$ cat src/rtl/sub16bit_8421_serial.sv
// Digit-serial 8421 (BCD) subtractor: Y = A - B - Bin, one digit per clock, LSD first.
// Start/Busy/Done handshake; operands with a digit > 9 are flagged on Err.
// Optional macro SUB8421_SIGNMAG_EN: a negative result is returned as a magnitude
// (10's complement pass) with Neg=1. Without it, Y is mod 10^DIGITS and Neg is 0.
module sub16bit_8421_serial #(
  parameter int unsigned DIGITS = 4
) (
  input  logic                  clk,
  input  logic                  rst,
  input  logic                  Start,
  input  logic [4*DIGITS-1:0]   A,
  input  logic [4*DIGITS-1:0]   B,
  input  logic                  Bin,
  output logic                  Busy,
  output logic                  Done,
  output logic [4*DIGITS-1:0]   Y,
  output logic                  Bout,
  output logic                  Err,
  output logic                  Neg
);

  localparam int unsigned W    = 4 * DIGITS;
  localparam int unsigned CntW = (DIGITS > 1) ? $clog2(DIGITS) : 1;
  localparam logic [CntW-1:0] LastK = CntW'(DIGITS - 1);

`ifdef SUB8421_SIGNMAG_EN
  typedef enum logic [2:0] {StIdle, StCheck, StSub, StComp, StDone} state_e;
`else
  typedef enum logic [2:0] {StIdle, StCheck, StSub, StDone} state_e;
`endif

  state_e          state_q;
  logic [CntW-1:0] k_q;
  logic [W-1:0]    a_q, b_q;     // shifted right one digit per SUB step
  logic [W-1:0]    diff_q;       // result digits shifted in from the top
  logic            borrow_q;
  logic            busy_q, done_q, bout_q, err_q;
  logic [W-1:0]    y_q;
`ifdef SUB8421_SIGNMAG_EN
  logic            neg_q;
`endif

  logic [3:0]   sub_a, sub_b, digit;
  logic [4:0]   t;
  logic         borrow_n;
  logic [W-1:0] diff_n;
  logic         bad;

  // Shared single-digit BCD subtractor and operand validity check
  always_comb begin
    sub_a = a_q[3:0];
    sub_b = b_q[3:0];
`ifdef SUB8421_SIGNMAG_EN
    // 10's complement pass computes 0 - Y digit by digit
    if (state_q == StComp) begin
      sub_a = 4'd0;
      sub_b = diff_q[3:0];
    end
`endif
    t = {1'b0, sub_a} - {1'b0, sub_b} - {4'd0, borrow_q};
    if (t[4]) begin
      digit    = t[3:0] + 4'd10;
      borrow_n = 1'b1;
    end else begin
      digit    = t[3:0];
      borrow_n = 1'b0;
    end
    diff_n = (diff_q >> 4) | (W'(digit) << (W - 4));
    bad = 1'b0;
    for (int i = 0; i < int'(DIGITS); i++) begin
      if (a_q[4*i +: 4] > 4'd9 || b_q[4*i +: 4] > 4'd9) bad = 1'b1;
    end
  end

  // Control FSM, datapath registers and registered outputs
  always_ff @(posedge clk or posedge rst) begin
    if (rst) begin
      state_q  <= StIdle;
      k_q      <= '0;
      a_q      <= '0;
      b_q      <= '0;
      diff_q   <= '0;
      borrow_q <= 1'b0;
      busy_q   <= 1'b0;
      done_q   <= 1'b0;
      y_q      <= '0;
      bout_q   <= 1'b0;
      err_q    <= 1'b0;
`ifdef SUB8421_SIGNMAG_EN
      neg_q    <= 1'b0;
`endif
    end else begin
      done_q <= 1'b0;
      unique case (state_q)
        StIdle: begin
          if (Start) begin
            a_q      <= A;
            b_q      <= B;
            borrow_q <= Bin;
            busy_q   <= 1'b1;
            state_q  <= StCheck;
          end
        end
        StCheck: begin
          k_q <= '0;
          if (bad) begin
            state_q <= StDone;
            done_q  <= 1'b1;
            y_q     <= '0;
            bout_q  <= 1'b0;
            err_q   <= 1'b1;
`ifdef SUB8421_SIGNMAG_EN
            neg_q   <= 1'b0;
`endif
          end else begin
            state_q <= StSub;
          end
        end
        StSub: begin
          a_q      <= a_q >> 4;
          b_q      <= b_q >> 4;
          diff_q   <= diff_n;
          borrow_q <= borrow_n;
          k_q      <= k_q + CntW'(1);
          if (k_q == LastK) begin
`ifdef SUB8421_SIGNMAG_EN
            if (borrow_n) begin
              k_q      <= '0;
              borrow_q <= 1'b0;
              state_q  <= StComp;
            end else begin
              state_q <= StDone;
              done_q  <= 1'b1;
              y_q     <= diff_n;
              bout_q  <= 1'b0;
              err_q   <= 1'b0;
              neg_q   <= 1'b0;
            end
`else
            state_q <= StDone;
            done_q  <= 1'b1;
            y_q     <= diff_n;
            bout_q  <= borrow_n;
            err_q   <= 1'b0;
`endif
          end
        end
`ifdef SUB8421_SIGNMAG_EN
        StComp: begin
          diff_q   <= diff_n;
          borrow_q <= borrow_n;
          k_q      <= k_q + CntW'(1);
          if (k_q == LastK) begin
            state_q <= StDone;
            done_q  <= 1'b1;
            y_q     <= diff_n;
            bout_q  <= 1'b1;
            err_q   <= 1'b0;
            neg_q   <= 1'b1;
          end
        end
`endif
        StDone: begin
          busy_q  <= 1'b0;
          state_q <= StIdle;
        end
        default: state_q <= StIdle;
      endcase
    end
  end

  assign Busy = busy_q;
  assign Done = done_q;
  assign Y    = y_q;
  assign Bout = bout_q;
  assign Err  = err_q;
`ifdef SUB8421_SIGNMAG_EN
  assign Neg  = neg_q;
`else
  assign Neg  = 1'b0;
`endif

endmodule

$ cat config.mk
export PLATFORM = sky130hd
export DESIGN_NAME = sub16bit_8421_serial
export DESIGN_NICKNAME = d
export VERILOG_FILES = /design/src/rtl/sub16bit_8421_serial.sv
export SDC_FILE = /design/constraint.sdc
export NUM_CORES = 1
export LEC_CHECK = 0
export BUFFER_PORTS_ARGS = -buffer_cell sky130_fd_sc_hd__buf_4
export CELL_PAD_IN_SITES_DETAIL_PLACEMENT = 0
export CELL_PAD_IN_SITES_GLOBAL_PLACEMENT = 1
export CORE_ASPECT_RATIO = 0.6
export CORE_UTILIZATION = 44
export DETAILED_ROUTE_END_ITERATION = 8
export GPL_ROUTABILITY_DRIVEN = 1
export PLACE_DENSITY_LB_ADDON = 0.1
export SETUP_SLACK_MARGIN = 0.1
export SYNTH_ARGS = -nofsm -noshare
export SYNTH_HDL_FRONTEND = slang
export SYNTH_SLANG_ARGS = --single-unit
$ cat constraint.sdc
create_clock -name clk -period 3.6 [get_ports clk]
set_input_delay 0.36 -clock clk [delete_from_list [all_inputs] [get_ports clk]]
set_output_delay 0.36 -clock clk [all_outputs]
set_load 0.1 [all_outputs]
==> results.py, run 1 <==
metrics = {
    "global_routing": {
        "grt_remaining_overflow": 0,
        "grt_max_degree": 54,
        "grt_pass1_wl_mm": 10.9,
        "grt_pass1_vias": 2120,
        "antenna_found_initial": 0,
        "grtUsageTotal_pct": 19.2,
    },
    "placed_design": {
        "port_buffers": 55,
        "place.gp.congestion": 0.780,
        "hpwl_mm": 4.68,
    },
    "timing": {
        "finalCritPeriodShare_pct": 73.1,
        "fin_tns_setup_ns": 0,
        "hold_violations": 0,
        "tightest_slew_ns": 0.713,
        "finalCriticalPeriod_ns": 2.63,
        "grt_setup_unrepaired": "no",
        "relSlewSlack_pct": 52.5,
        "fmax_ghz": 0.380,
        "final-max-slew-violation-count": 0,
        "setup_viol": 0,
        "skew_ns": 0.00618,
    },
    "critical_path": {
        "max_stage_delay_ns": 0.48,
        "critPathSlowestCell": "fa_1",
        "rr_endpoint": "diff_q[14]$_DFFE_PP0P_",
        "crit_path_end_kind": "flop",
        "cp-start-kind": "flop",
        "crit_fanout": 4,
        "cp_num_buf_inv": 0,
        "critical_path.top_delay_family": "adder cells",
        "crit_arrival_ns": 2.84,
        "critPathRequiredTime_ns": 3.81,
        "reg2reg_depth": 7,
        "crit_chain": "fa_1 -> fa_1 -> nand2b_1 -> a211o_1 -> and2_4 -> mux2_4 -> mux2_4",
        "reg2reg_setup_slack_ns": 0.97,
        "timing.rr.start": "a_q[0]$_DFFE_PP0P_",
        "critPathKind": "reg2reg",
    },
    "yosys": {
        "yosysSeqAreaShare_pct": 53.0,
        "yosysUniqueCellTypes": 36,
        "syn_area_per_cell_um2": 11.1,
        "ys_seq_elements": 69,
        "synth_nets": 346,
        "syn_inst": 295,
        "yosys_warnings": 0,
        "synth_area_um2": 3260,
    },
    "min_path": {
        "hold_path_class": "in2async",
    },
    "detailed_routing": {
        "ant_nets": 0,
        "routed_via_density": 5.12,
        "first_pass_iters": 4,
        "vias": 2259,
        "post-route-drc-count": 0,
        "drt_wl_total_mm": 6.61,
        "wl_per_cell_um": 15.0,
        "drtIter0Drc": 80,
    },
    "clock_tree": {
        "cts_buffers": 9,
        "cts_tree": "yes",
        "cts_root_buffer": "clkbuf_16",
        "htreeDepth": 3,
        "cts_setup_buffers": 0,
        "clk_pin_slew_ns": 0.05,
        "cts_buffer_depth": 2,
        "postCtsHoldBufs": 0,
        "clkLatencyLatePin_ns": 0.33,
        "post_cts_resized": 0,
        "cts_sinks": 69,
    },
    "floorplanning": {
        "die-area_um2": 7770,
        "rows": 23,
        "fp.coreArea_um2": 6910,
        "ios": 57,
        "start_util_pct": 47.2,
        "die_x_um": 113,
        "die_h_um": 68.7,
    },
    "final_layout": {
        "antenna_cells": 0,
        "drive_above_1_share_pct": 25.7,
        "final_common_cell": "dfrtp_1",
        "nets": 400,
        "layout_common_cells": "69 x dfrtp_1, 59 x buf_4, 43 x o21ai_0, 34 x nand2_1, 25 x mux2i_1",
        "area_delta_synth_final_pct": 22.8,
    },
    "run_status": {
        "outcome": "finished clean",
    },
    "flow_run": {
        "cap_violations": 0,
    },
}
## per-stage QoR
step                      worst slack [ns]  hold WS, ns  cell area, µm²  utilization (%)  std cells
final                                0.967       0.0505            4010             58.0        441
after global placement                1.03        0.407            3740             54.2        425
after global routing                 0.882       0.0747            4010             58.0        441
after floorplan                       1.08        0.450            3260                -        295
after CTS                            0.964       0.0551            4010             58.0        441
after detailed placement             0.979        0.409            3740             54.2        425
## logic make-up after synthesis
logic type,share of synthesized area (%)
buffers and inverters,3.88
adders and majority gates,6.22
and+or+nand+nor,8.02
AOI/OAI and AO/OA,15.4
muxes,12.0
xor gates and xnor gates,1.34
other,0.115
DFF,53.0
## how the worst max path moves through the flow
stage | to | cells after the start | startpoint
floorplan | diff_q[14]$_DFFE_PP0P_ | 7 | a_q[0]$_DFFE_PP0P_
global placement | diff_q[14]$_DFFE_PP0P_ | 7 | a_q[0]$_DFFE_PP0P_
finish | diff_q[14]$_DFFE_PP0P_ | 7 | a_q[0]$_DFFE_PP0P_
global route | diff_q[14]$_DFFE_PP0P_ | 7 | a_q[0]$_DFFE_PP0P_
CTS | diff_q[14]$_DFFE_PP0P_ | 7 | a_q[0]$_DFFE_PP0P_
detailed placement | diff_q[14]$_DFFE_PP0P_ | 7 | a_q[0]$_DFFE_PP0P_
## synthesized netlist by cell type
library cell | count | share of area, %
and2_4 | 1 | 0.27
nand3b_1 | 1 | 0.23
a21boi_0 | 1 | 0.23
nor3_1 | 1 | 0.15
a21o_1 | 2 | 0.46
dfrtp_1 | 69 | 53
o21ai_1 | 1 | 0.15
a22o_1 | 16 | 4.3
o2bb2ai_1 | 3 | 0.81
o21a_1 | 1 | 0.23
buf_2 | 5 | 0.77
o21ai_0 | 43 | 6.6
ha_1 | 13 | 5.0
a22o_2 | 1 | 0.31
a31oi_1 | 6 | 1.2
mux2_4 | 2 | 0.92
nand2_1 | 34 | 3.9
nand2b_1 | 3 | 0.58
nand3_1 | 1 | 0.15
nor2b_1 | 6 | 1.2
mux2i_1 | 25 | 7.7
nand4_1 | 2 | 0.38
buf_4 | 2 | 0.46
or2_2 | 1 | 0.19
nor2_1 | 7 | 0.81
fa_1 | 2 | 1.2
conb_1 | 1 | 0.12
and2_1 | 1 | 0.19
inv_1 | 14 | 1.6
a211oi_1 | 2 | 0.46
xor2_1 | 2 | 0.54
a211o_1 | 1 | 0.27
xnor2_1 | 3 | 0.81
a21oi_1 | 3 | 0.46
mux2_2 | 10 | 3.5
clkbuf_1 | 9 | 1.0
## state kept, by name (all words and copies together), names as in the netlist
register,count
Busy,1
Err,1
k_q,2
Bout,1
Done,1
a_q,16
diff_q,12
Y,16
borrow_q,1
state_q,2
b_q,16
## worst reg2reg max path: cells and delay by family, from the launching register on
kind                     cells  cell delay, ns
AND/OR/NAND/NOR              2            0.36
AO/OA/AOI/OAI                1            0.31
multiplexers                 2            0.55
flip-flops                   1            0.39
adder cells (fa/ha/maj)      2            0.90
## cell type report
cell class | instances | area (µm²)
multi-input combinational | 196 | 1410
inverter | 14 | 52.6
clock inverter | 5 | 27.5
clock buffer | 11 | 233
timing repair buffer | 59 | 443
sequential | 69 | 1730
fill | 590 | 2900
tap | 87 | 109
## layer usage
layer	vias to the layer above	GRT usage (%)	routed length (µm)
met5	-	0	0
met4	0	6.91	66
met3	6	6.38	306
met2	53	24.5	2510
met1	1056	29.4	3730
li1	1144	-	-
Power of run 1 is left out: the tool's default activity adds up to more than one toggle a clock period on the data nets, which glitch-free logic cannot reach.
==> inputs of run 2 (changes only) <==
- CORE_UTILIZATION: 44 -> 39
- clock period: 3.6 -> 2.2 ns (I/O delays scaled with it)
==> run 2 against run 1 <==
Against the previous run: the flow now finishes with violations (negative setup slack); worst hold slack improved by 0.062 ns; worst setup slack lost 1.2 ns; first-iteration DRC count is 110% higher.
==> results.py, run 2 (synthesis gave the netlist of run 1 again) <==
metrics = {
    "critical_path": {
        "max_stage_delay_ns": 0.41,
        "cp-start-kind": "flop",
        "reg2reg_setup_slack_ns": -0.22,
        "setup.worst_path.start": "b_q[0]$_DFFE_PP0P_",
        "critPathSlowestCell": "fa_2",
        "crit_fanout": 2,
        "critPathKind": "reg2reg",
        "crit_chain": "inv_2 -> fa_2 -> fa_2 -> nand2b_4 -> a211o_1 -> and2_4 -> mux2_4 -> mux2_4",
        "crit_path_end_kind": "flop",
        "crit_arrival_ns": 2.63,
        "critPathRequiredTime_ns": 2.41,
        "timing.rr.start": "b_q[0]$_DFFE_PP0P_",
        "rr_endpoint": "diff_q[14]$_DFFE_PP0P_",
        "reg2reg_depth": 8,
    },
    "detailed_routing": {
        "vias": 2320,
        "routed_via_density": 4.93,
        "drtIter0Drc": 171,
        "first_pass_iters": 4,
        "wl_per_cell_um": 15.3,
        "drt_wl_total_mm": 7.21,
        "ant_nets": 0,
        "post-route-drc-count": 0,
    },
    "floorplanning": {
        "die_x_um": 120,
        "die_h_um": 72.8,
        "ios": 57,
        "die-area_um2": 8740,
        "rows": 25,
        "fp.coreArea_um2": 7980,
        "start_util_pct": 40.9,
    },
    "timing": {
        "hold_violations": 0,
        "tightest_slew_ns": 0.654,
        "finalCriticalPeriod_ns": 2.42,
        "skew_ns": 0.00635,
        "relSlewSlack_pct": 56.4,
        "final-max-slew-violation-count": 0,
        "fmax_ghz": 0.413,
        "fin_ws_ns": -0.219,
        "finalCritPeriodShare_pct": 110,
        "setup_viol": 7,
        "grt_setup_unrepaired": "yes",
    },
    "placed_design": {
        "dpl_cell_area_um2": 3860,
        "port_buffers": 55,
        "pre_cts_slack_ns": -0.243,
        "hpwl_mm": 5.02,
        "place.gp.congestion": 0.746,
        "dp.cells": 453,
    },
    "clock_tree": {
        "cts_buffer_depth": 2,
        "clkLatencyLatePin_ns": 0.33,
        "cts_tree": "yes",
        "htreeDepth": 3,
        "cts_root_buffer": "clkbuf_16",
        "clk_pin_slew_ns": 0.05,
        "cts_buffers": 9,
        "cts_sinks": 69,
    },
    "global_routing": {
        "grt_max_degree": 54,
        "antenna_found_initial": 0,
        "grt_pass1_vias": 2313,
        "grt_remaining_overflow": 0,
        "grt_pass1_wl_mm": 11.9,
        "grtUsageTotal_pct": 18.3,
    },
    "final_layout": {
        "seq_area_um2": 1730,
        "fillers": 754,
        "layout_common_cells": "69 x dfrtp_1, 63 x buf_4, 43 x o21ai_0, 34 x nand2_1, 25 x mux2i_1",
        "drive_above_1_share_pct": 30.0,
        "final_cells": 471,
        "final_common_cell": "dfrtp_1",
        "antenna_cells": 0,
        "multi_input_area_um2": 1480,
        "nets": 410,
        "design_area_um2": 4230,
        "area_delta_synth_final_pct": 29.7,
    },
    "run_status": {
        "violations": "negative setup slack",
        "outcome": "finished with violations",
    },
    "min_path": {
        "hp-start": "B[13]",
        "hold_path_class": "in2reg",
        "hold_depth": 2,
        "whs_endpoint": "b_q[13]$_DFFE_PP0P_",
    },
    "flow_run": {
        "cap_violations": 0,
    },
}
## run 2: layout make-up
type / instances / share of cell area [%]
flip-flops and latches: 69 / 40.8
multi-input cells: 196 / 35.0
well taps: 108 / 3.19
inverters: 14 / 1.24
clock inverters: 1 / 0.118
repair buffers: 69 / 13.2
clock buffers: 14 / 6.48
## run 2: layer usage
layer	vias up	track usage, %	part of all wire, %
met5	-	0	0
met4	0	5.42	1.1
met3	8	6.48	4.1
met2	45	24.5	40
met1	1114	27.3	55
li1	1153	-	-
## run 2: how the worst max path moves through the flow
stage	end	slack, ns	depth (start not counted)
after floorplan	diff_q[14]$_DFFE_PP0P_	-0.18	8
after global placement	diff_q[14]$_DFFE_PP0P_	-0.20	8
after detailed placement	diff_q[14]$_DFFE_PP0P_	-0.24	8
after CTS	diff_q[14]$_DFFE_PP0P_	-0.22	8
after global routing	diff_q[14]$_DFFE_PP0P_	-0.27	8
final	diff_q[14]$_DFFE_PP0P_	-0.22	8
## run 2: what timing repair did
action	in CTS	in global routing
gates resized for setup	5	7
gates cloned	0	0
hold buffers	1	0
pin swaps	4	1
endpoints found under the hold margin	20	0
buffers inserted	0	2
endpoints found under the setup margin	8	20
## run 2: worst max-delay path: cells and delay by family, from the launching register on
kind	cells	cell delay [ns]
AOI/OAI and AO/OA	1	0.27
adders and majority gates	2	0.76
buffers and inverters	1	0.05
DFF	1	0.36
muxes	2	0.55
and+or+nand+nor	2	0.32
## run 2: through the flow
stage          hold slack, ns  utilization [%]  TNS (ns)
4_1_cts                 0.101             52.4    -0.798
2_1_floorplan           0.360                -    -0.342
3_3_place_gp            0.277             48.4    -0.726
6_report                0.112             53.0    -0.814
5_1_grt                 0.116             53.0     -1.31
3_5_place_dp            0.273             48.4    -0.999
Power of run 2 is left out for the same reason.
==> inputs of run 3 (changes only) <==
- CORE_MARGIN: default -> 2
==> run 3 against run 2 <==
Against the previous run: the flow still finishes with violations (negative setup slack); global-route usage shrank 0.38 points; flip-flop and latch count is the same; routed wire length grew 1.2%; via count grew 1.4%; core utilization is essentially flat; clock skew shrank 0.0036 ns; maximum frequency shrank 0.20%; cell area is essentially flat; worst setup slack lost 0.0048 ns; sequential share of layout area is essentially flat; worst hold slack gained 0.0090 ns; non-clock buffer count grew 2.
==> results.py, run 3 (synthesis gave the netlist of run 1 again) <==
metrics = {
    "floorplanning": {
        "ios": 57,
        "die_h_um": 74.8,
        "die_x_um": 122,
        "fp.coreArea_um2": 7980,
        "start_util_pct": 40.9,
        "rows": 25,
        "die-area_um2": 9130,
    },
    "critical_path": {
        "crit_path_end_kind": "flop",
        "critPathSlowestCell": "fa_2",
        "crit_arrival_ns": 2.63,
        "max_stage_delay_ns": 0.41,
        "critPathRequiredTime_ns": 2.41,
        "cp-start-kind": "flop",
        "crit_fanout": 2,
        "critPathKind": "reg2reg",
        "crit_chain": "inv_2 -> fa_2 -> fa_2 -> nand2b_4 -> a211o_1 -> and2_4 -> mux2_4 -> mux2_4",
    },
    "clock_tree": {
        "cts_buffer_depth": 2,
        "cts_sinks": 69,
        "cts_root_buffer": "clkbuf_16",
        "clkLatencyLatePin_ns": 0.33,
        "htreeDepth": 3,
        "cts_buffers": 9,
        "clk_pin_slew_ns": 0.05,
        "cts_tree": "yes",
    },
    "timing": {
        "tightest_slew_ns": 0.631,
        "fmax_ghz": 0.412,
        "fin_ws_ns": -0.224,
        "hold_violations": 0,
        "finalCritPeriodShare_pct": 110,
        "final-max-slew-violation-count": 0,
        "finalCriticalPeriod_ns": 2.42,
        "skew_ns": 0.00278,
        "relSlewSlack_pct": 57.9,
        "grt_setup_unrepaired": "yes",
        "setup_viol": 7,
    },
    "detailed_routing": {
        "wl_per_cell_um": 15.4,
        "post-route-drc-count": 0,
        "drtIter0Drc": 198,
        "routed_via_density": 4.97,
        "first_pass_iters": 4,
        "drt_wl_total_mm": 7.29,
        "vias": 2353,
        "ant_nets": 0,
    },
    "placed_design": {
        "pre_cts_slack_ns": -0.238,
        "place.gp.congestion": 0.752,
        "hpwl_mm": 5.11,
        "dp.cells": 455,
        "port_buffers": 55,
    },
    "final_layout": {
        "final_common_cell": "dfrtp_1",
        "nets": 412,
        "final_cells": 473,
        "fin_util_pct": 53.1,
        "antenna_cells": 0,
        "layout_common_cells": "69 x dfrtp_1, 68 x buf_4, 43 x o21ai_0, 34 x nand2_1, 25 x mux2i_1",
        "drive_above_1_share_pct": 31.2,
        "area_delta_synth_final_pct": 29.8,
    },
    "run_status": {
        "outcome": "finished with violations",
        "violations": "negative setup slack",
    },
    "global_routing": {
        "grt_remaining_overflow": 0,
        "grt_max_degree": 70,
        "grt_pass1_vias": 2347,
        "antenna_found_initial": 0,
        "grt_pass1_wl_mm": 12.2,
        "grtUsageTotal_pct": 17.9,
    },
    "flow_run": {
        "cap_violations": 0,
    },
    "min_path": {
        "hold_path_class": "in2reg",
    },
}
## run 3: cell type report
class,instances,area [µm²]
Clock buffer,14,274
Clock inverter,1,5.00
Fill cell,733,3740
Inverter,14,52.6
Multi-Input combinational cell,196,1480
Sequential cell,69,1730
Tap cell,108,135
Timing Repair Buffer,71,561
## run 3: worst max-delay path, delay by kind of cell (launching register included)
kind	cells	cell delay, ns
buffers and inverters	1	0.05
adder cells (fa/ha/maj)	2	0.77
flip-flops	1	0.36
AND/OR/NAND/NOR	2	0.32
multiplexers	2	0.54
AO/OA/AOI/OAI	1	0.27
## run 3: metal layers
metal	GRT usage [%]	wire length [µm]
met1	27.6	4000
met2	23.2	2830
met3	6.29	335
met4	5.24	131
met5	0	0
## run 3: per-stage QoR
step	setup TNS, ns	cell area (µm²)	hold WS, ns
finish	-1.07	4230	0.121
global route	-1.74	4230	0.107
CTS	-0.984	4180	0.109
global placement	-0.732	3880	0.337
floorplan	-0.342	3270	0.360
detailed placement	-1.10	3880	0.335
## run 3: timing repair
| item | CTS | global route |
|---|---|---|
| buffers inserted | 1 | 1 |
| cloned | 0 | 0 |
| hold buffers | 1 | 0 |
| resized for setup | 2 | 8 |
| endpoints found under the setup margin | 8 | 35 |
| hold endpoints to repair | 41 | 0 |
| pin swaps | 4 | 2 |
## run 3: path summary, 6_finish.rpt
path / startpoint / to / slack (ns) / cells after the start
max: borrow_q$_DFFE_PP0P_ / diff_q[14]$_DFFE_PP0P_ / -0.22 / 8
min: B[14] / b_q[14]$_DFFE_PP0P_ / 0.12 / 2
max reg2reg: borrow_q$_DFFE_PP0P_ / diff_q[14]$_DFFE_PP0P_ / -0.22 / 8
min reg2reg: k_q[0]$_DFFE_PP0P_ / k_q[0]$_DFFE_PP0P_ / 0.48 / 1
max in group asynchronous: rst / k_q[0]$_DFFE_PP0P_ / 1.37 / 4
min in group asynchronous: rst / Y[6]$_DFFE_PP0P_ / 0.53 / 4
Power of run 3 is left out for the same reason.
